--- src/rtl/pw_md_stage.sv ---
// Writeback stage: captures the execute result, runs MUL/DIV through an external
// multicycle unit with start/ready handshake and timeout, and drives the register file.
module pw_md_stage #(
    parameter int DATA_W        = 32,
    parameter int REG_W         = 5,
    parameter int CODE_W        = 8,
    parameter int EXC_REG       = 30,
    parameter int MULT_EXC_CODE = 4,
    parameter int DIV_EXC_CODE  = 5,
    parameter int TO_EXC_CODE   = 6,
    parameter int TIMEOUT       = 64
) (
    input  logic              clock,
    input  logic              clear,
    input  logic [31:0]       ir_in,
    input  logic [DATA_W-1:0] pin,
    input  logic              wen_in,
    input  logic              exc_in,
    input  logic [CODE_W-1:0] exc_code_in,
    input  logic [DATA_W-1:0] md_result,
    input  logic              md_ready,
    input  logic              md_exception,
    output logic              md_start,
    output logic [DATA_W-1:0] p,
    output logic [REG_W-1:0]  rd,
    output logic              we,
    output logic              stall,
    output logic              done
);
    localparam int CNT_W = (TIMEOUT > 2) ? $clog2(TIMEOUT) : 1;
    localparam logic [CNT_W-1:0] CNT_LAST = CNT_W'(TIMEOUT - 1);
    localparam logic [4:0] OP_MULT = 5'b00110;
    localparam logic [4:0] OP_DIV  = 5'b00111;

    typedef enum logic [1:0] {IDLE, BUSY, DONE} state_t;

    state_t            state, state_nx;
    logic [31:0]       ir_q, ir_nx;
    logic [DATA_W-1:0] data_q, data_nx;
    logic              wen_q, wen_nx;
    logic              exc_q, exc_nx;
    logic [CODE_W-1:0] code_q, code_nx;
    logic [CNT_W-1:0]  cnt, cnt_nx;
    logic              start_q, start_nx;
    logic              in_md;

    assign in_md = (ir_in[31:27] == 5'd0) &&
                   ((ir_in[6:2] == OP_MULT) || (ir_in[6:2] == OP_DIV));

    always_comb begin
        state_nx = state;
        ir_nx    = ir_q;
        data_nx  = data_q;
        wen_nx   = wen_q;
        exc_nx   = exc_q;
        code_nx  = code_q;
        cnt_nx   = cnt;
        start_nx = 1'b0;
        case (state)
            IDLE, DONE: begin
                ir_nx   = ir_in;
                data_nx = pin;
                wen_nx  = wen_in;
                code_nx = exc_code_in;
                cnt_nx  = '0;
                if (in_md) begin
                    // exc_in is dropped: the MD unit reports its own exception
                    state_nx = BUSY;
                    start_nx = 1'b1;
                    exc_nx   = 1'b0;
                end else begin
                    state_nx = IDLE;
                    exc_nx   = exc_in;
                end
            end
            BUSY: begin
                if (!start_q && md_ready) begin
                    state_nx = DONE;
                    data_nx  = md_result;
                    exc_nx   = md_exception;
                    code_nx  = (ir_q[6:2] == OP_DIV) ? CODE_W'(DIV_EXC_CODE)
                                                     : CODE_W'(MULT_EXC_CODE);
                end else if (cnt == CNT_LAST) begin
                    state_nx = DONE;
                    exc_nx   = 1'b1;
                    code_nx  = CODE_W'(TO_EXC_CODE);
                end else begin
                    cnt_nx = cnt + 1'b1;
                end
            end
            default: state_nx = IDLE;
        endcase
    end

    always_ff @(posedge clock) begin
        if (clear) begin
            state   <= IDLE;
            ir_q    <= '0;
            data_q  <= '0;
            wen_q   <= 1'b0;
            exc_q   <= 1'b0;
            code_q  <= '0;
            cnt     <= '0;
            start_q <= 1'b0;
        end else begin
            state   <= state_nx;
            ir_q    <= ir_nx;
            data_q  <= data_nx;
            wen_q   <= wen_nx;
            exc_q   <= exc_nx;
            code_q  <= code_nx;
            cnt     <= cnt_nx;
            start_q <= start_nx;
        end
    end

    assign md_start = start_q;
    assign stall    = (state == BUSY);
    assign done     = (state == DONE);
    assign p        = exc_q ? DATA_W'(code_q) : data_q;
    assign rd       = exc_q ? REG_W'(EXC_REG) : REG_W'(ir_q[26:22]);
    assign we       = (state != BUSY) & (exc_q | wen_q);

    // instruction fields this stage never looks at
    logic unused_ir_bits;
    assign unused_ir_bits = ^{ir_in[21:7], ir_in[1:0], ir_q[31:27], ir_q[21:7], ir_q[1:0]};
endmodule

--- config.mk ---
export PLATFORM = sky130hd
export DESIGN_NAME = pw_md_stage
export DESIGN_NICKNAME = d
export VERILOG_FILES = /design/src/rtl/pw_md_stage.sv
export SDC_FILE = /design/constraint.sdc
export NUM_CORES = 1
export LEC_CHECK = 0
export BUFFER_PORTS_ARGS = -buffer_cell sky130_fd_sc_hd__clkbuf_2
export CORE_MARGIN = 8
export CORE_UTILIZATION = 40
export CTS_CLUSTER_DIAMETER = 50
export DETAILED_ROUTE_END_ITERATION = 12
export PLACE_DENSITY = 0.79
export SLEW_MARGIN = 10
export SYNTH_ARGS = -nofsm -noshare
export SYNTH_HDL_FRONTEND = slang
export SYNTH_SLANG_ARGS = --single-unit
--- constraint.sdc ---
create_clock -name clock -period 2.7 [get_ports clock]
set_input_delay 0.675 -clock clock [delete_from_list [all_inputs] [get_ports clock]]
set_output_delay 0.675 -clock clock [all_outputs]
set_load 0.03 [all_outputs]
==> results.json, run 1 <==
{
  "post-route-cell-area_um2": 3923,
  "period_needed_ps": 2379,
  "post_synth_inst_count": 320,
  "gr-usage-all-layers_pct": 15.75,
  "fin_worst_hold_slack_ps": 455.5,
  "root_buffer": "clkbuf_8",
  "fin_total_pwr_mw": 2.286,
  "leakage_nw": 2.027,
  "antenna_cells_inserted": 0,
  "slew_headroom_pct": 61.93,
  "crit_path_cell_trace": "buf_4 -> nor2_1 -> nor2_1 -> clkbuf_2",
  "dr_total_vias": 2690,
  "ys.warnings.count": 0,
  "worstSetupEndpointType": "output port",
  "final_cell_mix": "clkbuf_2, dfxtp_1, nor2_1",
  "clock_latency_ps": 330,
  "max_freq_mhz": 420.3,
  "synth_area_um2": 2888,
  "initial_cell_density_of_the_core_pct": 40.46,
  "dp.cells": 536,
  "finalHoldViolations": 0,
  "routabilityCongestion": 0.7680,
  "die_y_um": 101.0,
  "fin_ws_ps": 321.0,
  "worst_reg_to_reg_cells": 4,
  "tritoncts": "yes",
  "layout_commonest_cell": "clkbuf_2",
  "die_w_um": 101.0,
  "post_cts_resized": 0,
  "finalWirelength_um": 7955,
  "post_drt_wl_per_cell_um": 14.41,
  "period_share_pct": 88.11,
  "final_layout_size_suffix_gt1_share_pct": 38.19,
  "total_core_area_um2": 7137,
  "ys.flop_type": "dfxtp_1",
  "post_synthesis_sequential_element_count": 61,
  "holdBufCountCts": 0,
  "buffer_ports.inserted": 133,
  "count_of_flip_flops_with_a_built_in_enable_after_synthesis": 0,
  "detail_route.iter0.violations": 103,
  "report.final.setup_viol": 0,
  "detail_route.first_pass.iterations": 4,
  "part_of_the_yosys_area_used_for_sequential_elements_pct": 42.29,
  "grt_pass1_vias": 2848,
  "worst_ir_drop_vdd_uv": 393.4,
  "crit_start": "exc_q$_SDFFE_PP0P_",
  "measured_slew_at_the_worst_slew_check_pin_ps": 570.3,
  "gr-total-overflow": 0,
  "detailed_place.area_um2": 3664,
  "postSynthNetCount": 431,
  "dpl_worst_slack_ps": 320.8,
  "required_time_reported_for_the_critical_path_endpoint_ps": 2030,
  "critical_path_buf_inv_count": 2,
  "slowest_delay_ps": 680,
  "cts_buffer_depth": 2,
  "finish.net_count": 559,
  "crit_family": "flip-flops",
  "result_of_the_run": "completed",
  "critical_path.slowest_cell": "dfxtp_1",
  "final_antenna_net_count": 0,
  "final-max-slew-violation-count": 0,
  "postCtsSetupBuffers": 0,
  "clk_pin_slew_worst_paths_ps": 60,
  "rr_startpoint": "md_start$_SDFF_PP0_",
  "tritoncts.num_buffers": 9,
  "hold_depth": 2,
  "detail_route.vias_per_cell": 4.873,
  "p_per_area_nw_per_um2": 582.8,
  "worst-path-max-fanout": 17,
  "critPathKind": "reg -> out",
  "final_hpwl_from_detailed_placement_um": 5973,
  "pin_count_of_the_biggest_net_entering_global_routing": 66,
  "timing.clock.skew_ps": 5.550,
  "clock_tree_sinks": 61,
  "cp.depth": 4,
  "min_from": "code_q[6]$_SDFFE_PP0P_",
  "wire_length_of_the_first_global_routing_pass_um": 12890,
  "flow.area_growth_from_synthesis_pct": 35.83,
  "synth_cell_type_count": 38,
  "rsz0062_at_grt": "no",
  "io_pins": 151,
  "row_count": 31,
  "cpMostUsedCell": "nor2_1",
  "worstHoldPathType": "reg -> reg",
  "non_filler_instance_count_after_layout": 552,
  "maxCapViolCount": 0,
  "cts_htree_levels": 3,
  "share_of_flip_flops_with_an_asynchronous_set_or_reset_pct": 0,
  "grt_antenna_before_repair": 0,
  "tns_ps": 0,
  "startpoint_class_of_the_critical_path": "register",
  "drc": 0,
  "dieArea_um2": 10190,
  "utilization_pct": 54.96,
  "worst_path_arrival_ps": 1700,
  "syn-mean-instance-area_um2": 9.024
}
==> registers in the layout, summed over array words and instances, names as in the netlist <==
signal / flops
data_q: 32
md_start: 1
ir_q: 10
exc_q: 1
state: 2
code_q: 8
wen_q: 1
cnt: 6
==> cells in the mapped netlist, types with 2 or more instances <==
| cell type | count | area share, % |
|---|---|---|
| nor2b_1 | 28 | 6.1 |
| o2111ai_1 | 2 | 0.61 |
| inv_1 | 6 | 0.78 |
| mux2i_1 | 43 | 15 |
| clkbuf_1 | 15 | 1.9 |
| nor2_1 | 51 | 6.6 |
| dfxtp_1 | 61 | 42 |
| or2_2 | 4 | 0.87 |
| a211oi_1 | 36 | 9.4 |
| nand2_1 | 15 | 1.9 |
| buf_1 | 3 | 0.39 |
| nand2b_1 | 2 | 0.43 |
| and2_1 | 2 | 0.43 |
| buf_2 | 5 | 0.87 |
| o21ai_0 | 3 | 0.52 |
| nor3_1 | 3 | 0.52 |
| mux2_2 | 8 | 3.1 |
| nand4_1 | 2 | 0.43 |
| a21oi_1 | 12 | 2.1 |
==> area by class of cell <==
type | count | area (um^2)
flip-flops and latches | 61 | 1221
inverters | 6 | 22.52
multi-input cells | 230 | 1565
clock inverters | 3 | 90.09
clock buffers | 13 | 168.9
fillers | 694 | 3214
well taps | 99 | 123.9
repair buffers | 140 | 730.7
==> report_power, final <==
part	internal (mW)	switching (mW)	leakage, nW
sequential	0.942	0.0226	0.506
combinational	0.125	0.161	1.39
clock	0.690	0.345	0.130
total	1.76	0.529	2.03
==> logic make-up after synthesis <==
kind of cell | share of synthesized area (%)
AOI/OAI and AO/OA | 14.43
DFF | 42.29
adders and majority gates | 0.4332
and+or+nand+nor | 20.23
buffers and inverters | 3.986
xor gates and xnor gates | 0.6067
muxes | 18.02
==> worst register-to-register path: cells and delay by family, from the launching register on <==
family	cells	cell delay (ps)
simple gates	2	990
compound gates	2	440
flops	1	340
==> layer usage <==
| metal | vias up | track usage, % | share of wire (%) |
|---|---|---|---|
| li1 | 1392 | - | - |
| met1 | 1208 | 17.16 | 42 |
| met2 | 83 | 27.15 | 49 |
| met3 | 7 | 4.627 | 7.4 |
| met4 | 0 | 7.904 | 1.2 |
| met5 | - | 0 | 0 |
==> worst paths after layout <==
check                                end  slack, ps
setup / recovery                      we        320
hold / removal    code_q[6]$_SDFFE_PP0P_        460
setup reg to reg     cnt[5]$_SDFFE_PP0P_        870
hold reg to reg   code_q[6]$_SDFFE_PP0P_        460
(Power assumes the default switching activity.)
==> run 2, diff against run 1 <==
- BUFFER_PORTS_ARGS: -buffer_cell sky130_fd_sc_hd__clkbuf_2 -> unset
- DONT_BUFFER_PORTS: unset -> 1
- PLACE_DENSITY: 0.79 -> 0.61
==> run 2 against run 1 <==
  * Sequential share of layout area increased by 5.5 points
  * Worst hold slack lost 49 ps
  * Sequential cell count unchanged
  * Register-to-register slack got worse by 190 ps
  * Non-clock buffer count fell by 109
  * Via count shrank 15%
  * Total power down 19%
  * Maximum frequency down 0.87%
  * Final area down 15%
  * Utilization is 8.3 points lower
==> results.json, run 2 (synthesized netlist as in run 1, its figures left out) <==
{
  "result_of_the_run": "completed",
  "detail_route.iter0.violations": 79,
  "timing.clock.skew_ps": 7.512,
  "initial_cell_density_of_the_core_pct": 40.46,
  "leakage_nw": 1.543,
  "critPathKind": "reg -> out",
  "crit_family": "simple AND/OR/NAND/NOR gates",
  "postCtsSetupBuffers": 0,
  "post_cts_resized": 0,
  "detail_route.vias_per_cell": 5.218,
  "regMostFlops": "data_q",
  "required_time_reported_for_the_critical_path_endpoint_ps": 2030,
  "non_filler_instance_count_after_layout": 440,
  "crit_path_cell_trace": "nand2b_2 -> inv_1 -> nor2_1",
  "final_cell_mix": "dfxtp_1, nor2_1, mux2i_1",
  "tritoncts.num_buffers": 9,
  "dieArea_um2": 10190,
  "finalWirelength_um": 7486,
  "slew_headroom_pct": 61.21,
  "dr_total_vias": 2296,
  "critical_path.slowest_cell": "dfxtp_1",
  "layout_commonest_cell": "dfxtp_1",
  "total_core_area_um2": 7137,
  "final.fill_count": 708,
  "rr_startpoint": "md_start$_SDFF_PP0_",
  "finalHoldViolations": 0,
  "worst_path_arrival_ps": 1720,
  "final-max-slew-violation-count": 0,
  "critical_path_buf_inv_count": 1,
  "detail_route.first_pass.iterations": 4,
  "pin_count_of_the_biggest_net_entering_global_routing": 66,
  "grt_antenna_before_repair": 0,
  "tritoncts": "yes",
  "p_per_area_nw_per_um2": 553.7,
  "report.final.setup_viol": 0,
  "routabilityCongestion": 0.8170,
  "clock_tree_sinks": 61,
  "clock_latency_ps": 330,
  "largest_register_ffs": 32,
  "fin_ws_ps": 300.1,
  "gr-usage-all-layers_pct": 14.77,
  "final_layout_size_suffix_gt1_share_pct": 18.18,
  "maxCapViolCount": 0,
  "period_needed_ps": 2400,
  "row_count": 31,
  "dp.cells": 427,
  "max_freq_mhz": 416.7,
  "slowest_delay_ps": 540,
  "regToRegEndpoint": "cnt[5]$_SDFFE_PP0P_",
  "flow.area_growth_from_synthesis_pct": 15.34,
  "fin_total_pwr_mw": 1.844,
  "cts_buffer_depth": 2,
  "rsz0062_at_grt": "no",
  "buffer_ports.inserted": 0,
  "register_to_register_setup_slack_ps": 680,
  "cts_htree_levels": 3,
  "cp.depth": 3,
  "die_y_um": 101.0,
  "gr-total-overflow": 0,
  "finish.net_count": 450,
  "fin_worst_hold_slack_ps": 407.0,
  "clk_pin_slew_worst_paths_ps": 70,
  "largest_registers": "data_q x32, ir_q x10, code_q x8",
  "layout.area.seq_um2": 1221,
  "startpoint_class_of_the_critical_path": "register",
  "post_drt_wl_per_cell_um": 17.01,
  "io_pins": 151,
  "worstSetupEndpointType": "output port",
  "dpl_worst_slack_ps": 430.2,
  "antenna_cells_inserted": 0,
  "worst_ir_drop_vdd_uv": 255.6,
  "worst-path-max-fanout": 8,
  "worst_reg_to_reg_cells": 4,
  "root_buffer": "clkbuf_8",
  "worstHoldPathType": "in -> reg",
  "die_w_um": 101.0,
  "period_share_pct": 88.89,
  "crit_start": "state[1]$_SDFFE_PP0P_",
  "final_hpwl_from_detailed_placement_um": 5368,
  "drc": 0,
  "final_antenna_net_count": 0,
  "cp-endpoint": "we",
  "tns_ps": 0,
  "measured_slew_at_the_worst_slew_check_pin_ps": 581.9,
  "grt_pass1_vias": 2357,
  "wire_length_of_the_first_global_routing_pass_um": 11830,
  "holdBufCountCts": 0,
  "multi_input_comb_area_um2": 1565
}
## run 2: cell types whose count changed in the layout (fill, tap and decap cells not counted)
cell       before  now
buf_4           6   30
bufinv_16       3    0
clkbuf_1        1    0
clkbuf_2      133    0
clkbuf_8       12   10
clkinv_2        0    3
## run 2: per-stage QoR
stage / instance area, um^2 / utilization, %
finish: 3331 / 46.67
global route: 3331 / 46.67
CTS: 3331 / 46.67
detailed placement: 3178 / 44.53
global placement: 3178 / 44.53
floorplan: 2888 / -
## run 2: layout make-up
class	count	share of cell area, %
Tap cell	99	3.719
Clock inverter	3	0.4508
Multi-Input combinational cell	230	46.99
Clock buffer	10	4.132
Sequential cell	61	36.66
Inverter	6	0.6762
Timing Repair Buffer	31	7.363
## run 2: layer usage
layer | routed length (um) | track usage (%) | vias up
met5 | 0 | 0 | -
met4 | 114 | 7.560 | 0
met3 | 608 | 5.110 | 9
met2 | 3646 | 24.35 | 69
met1 | 3116 | 16.48 | 1045
li1 | - | - | 1173
## run 2: worst min-delay path by stage
stage	endpoint	depth (start not counted)	start	slack [ps]
after CTS	data_q[9]$_SDFFE_PP0P_	1	clear	390
after detailed placement	code_q[3]$_SDFFE_PP0P_	2	code_q[3]$_SDFFE_PP0P_	450
after floorplan	code_q[3]$_SDFFE_PP0P_	2	code_q[3]$_SDFFE_PP0P_	430
final	data_q[9]$_SDFFE_PP0P_	1	clear	410
after global placement	code_q[3]$_SDFFE_PP0P_	2	code_q[3]$_SDFFE_PP0P_	430
after global routing	data_q[10]$_SDFFE_PP0P_	1	clear	390
## run 2: worst reg2reg max path: cells and delay by family (launching register included)
family	cells	cell delay (ps)
AOI/OAI and AO/OA	2	430
DFF	1	520
and+or+nand+nor	2	1020
## run 2: where the power goes
part | leakage [nW] | switching (mW) | internal [mW]
Clock | 0.0836 | 0.335 | 0.337
Sequential | 0.506 | 0.0200 | 0.942
Combinational | 0.953 | 0.128 | 0.0822
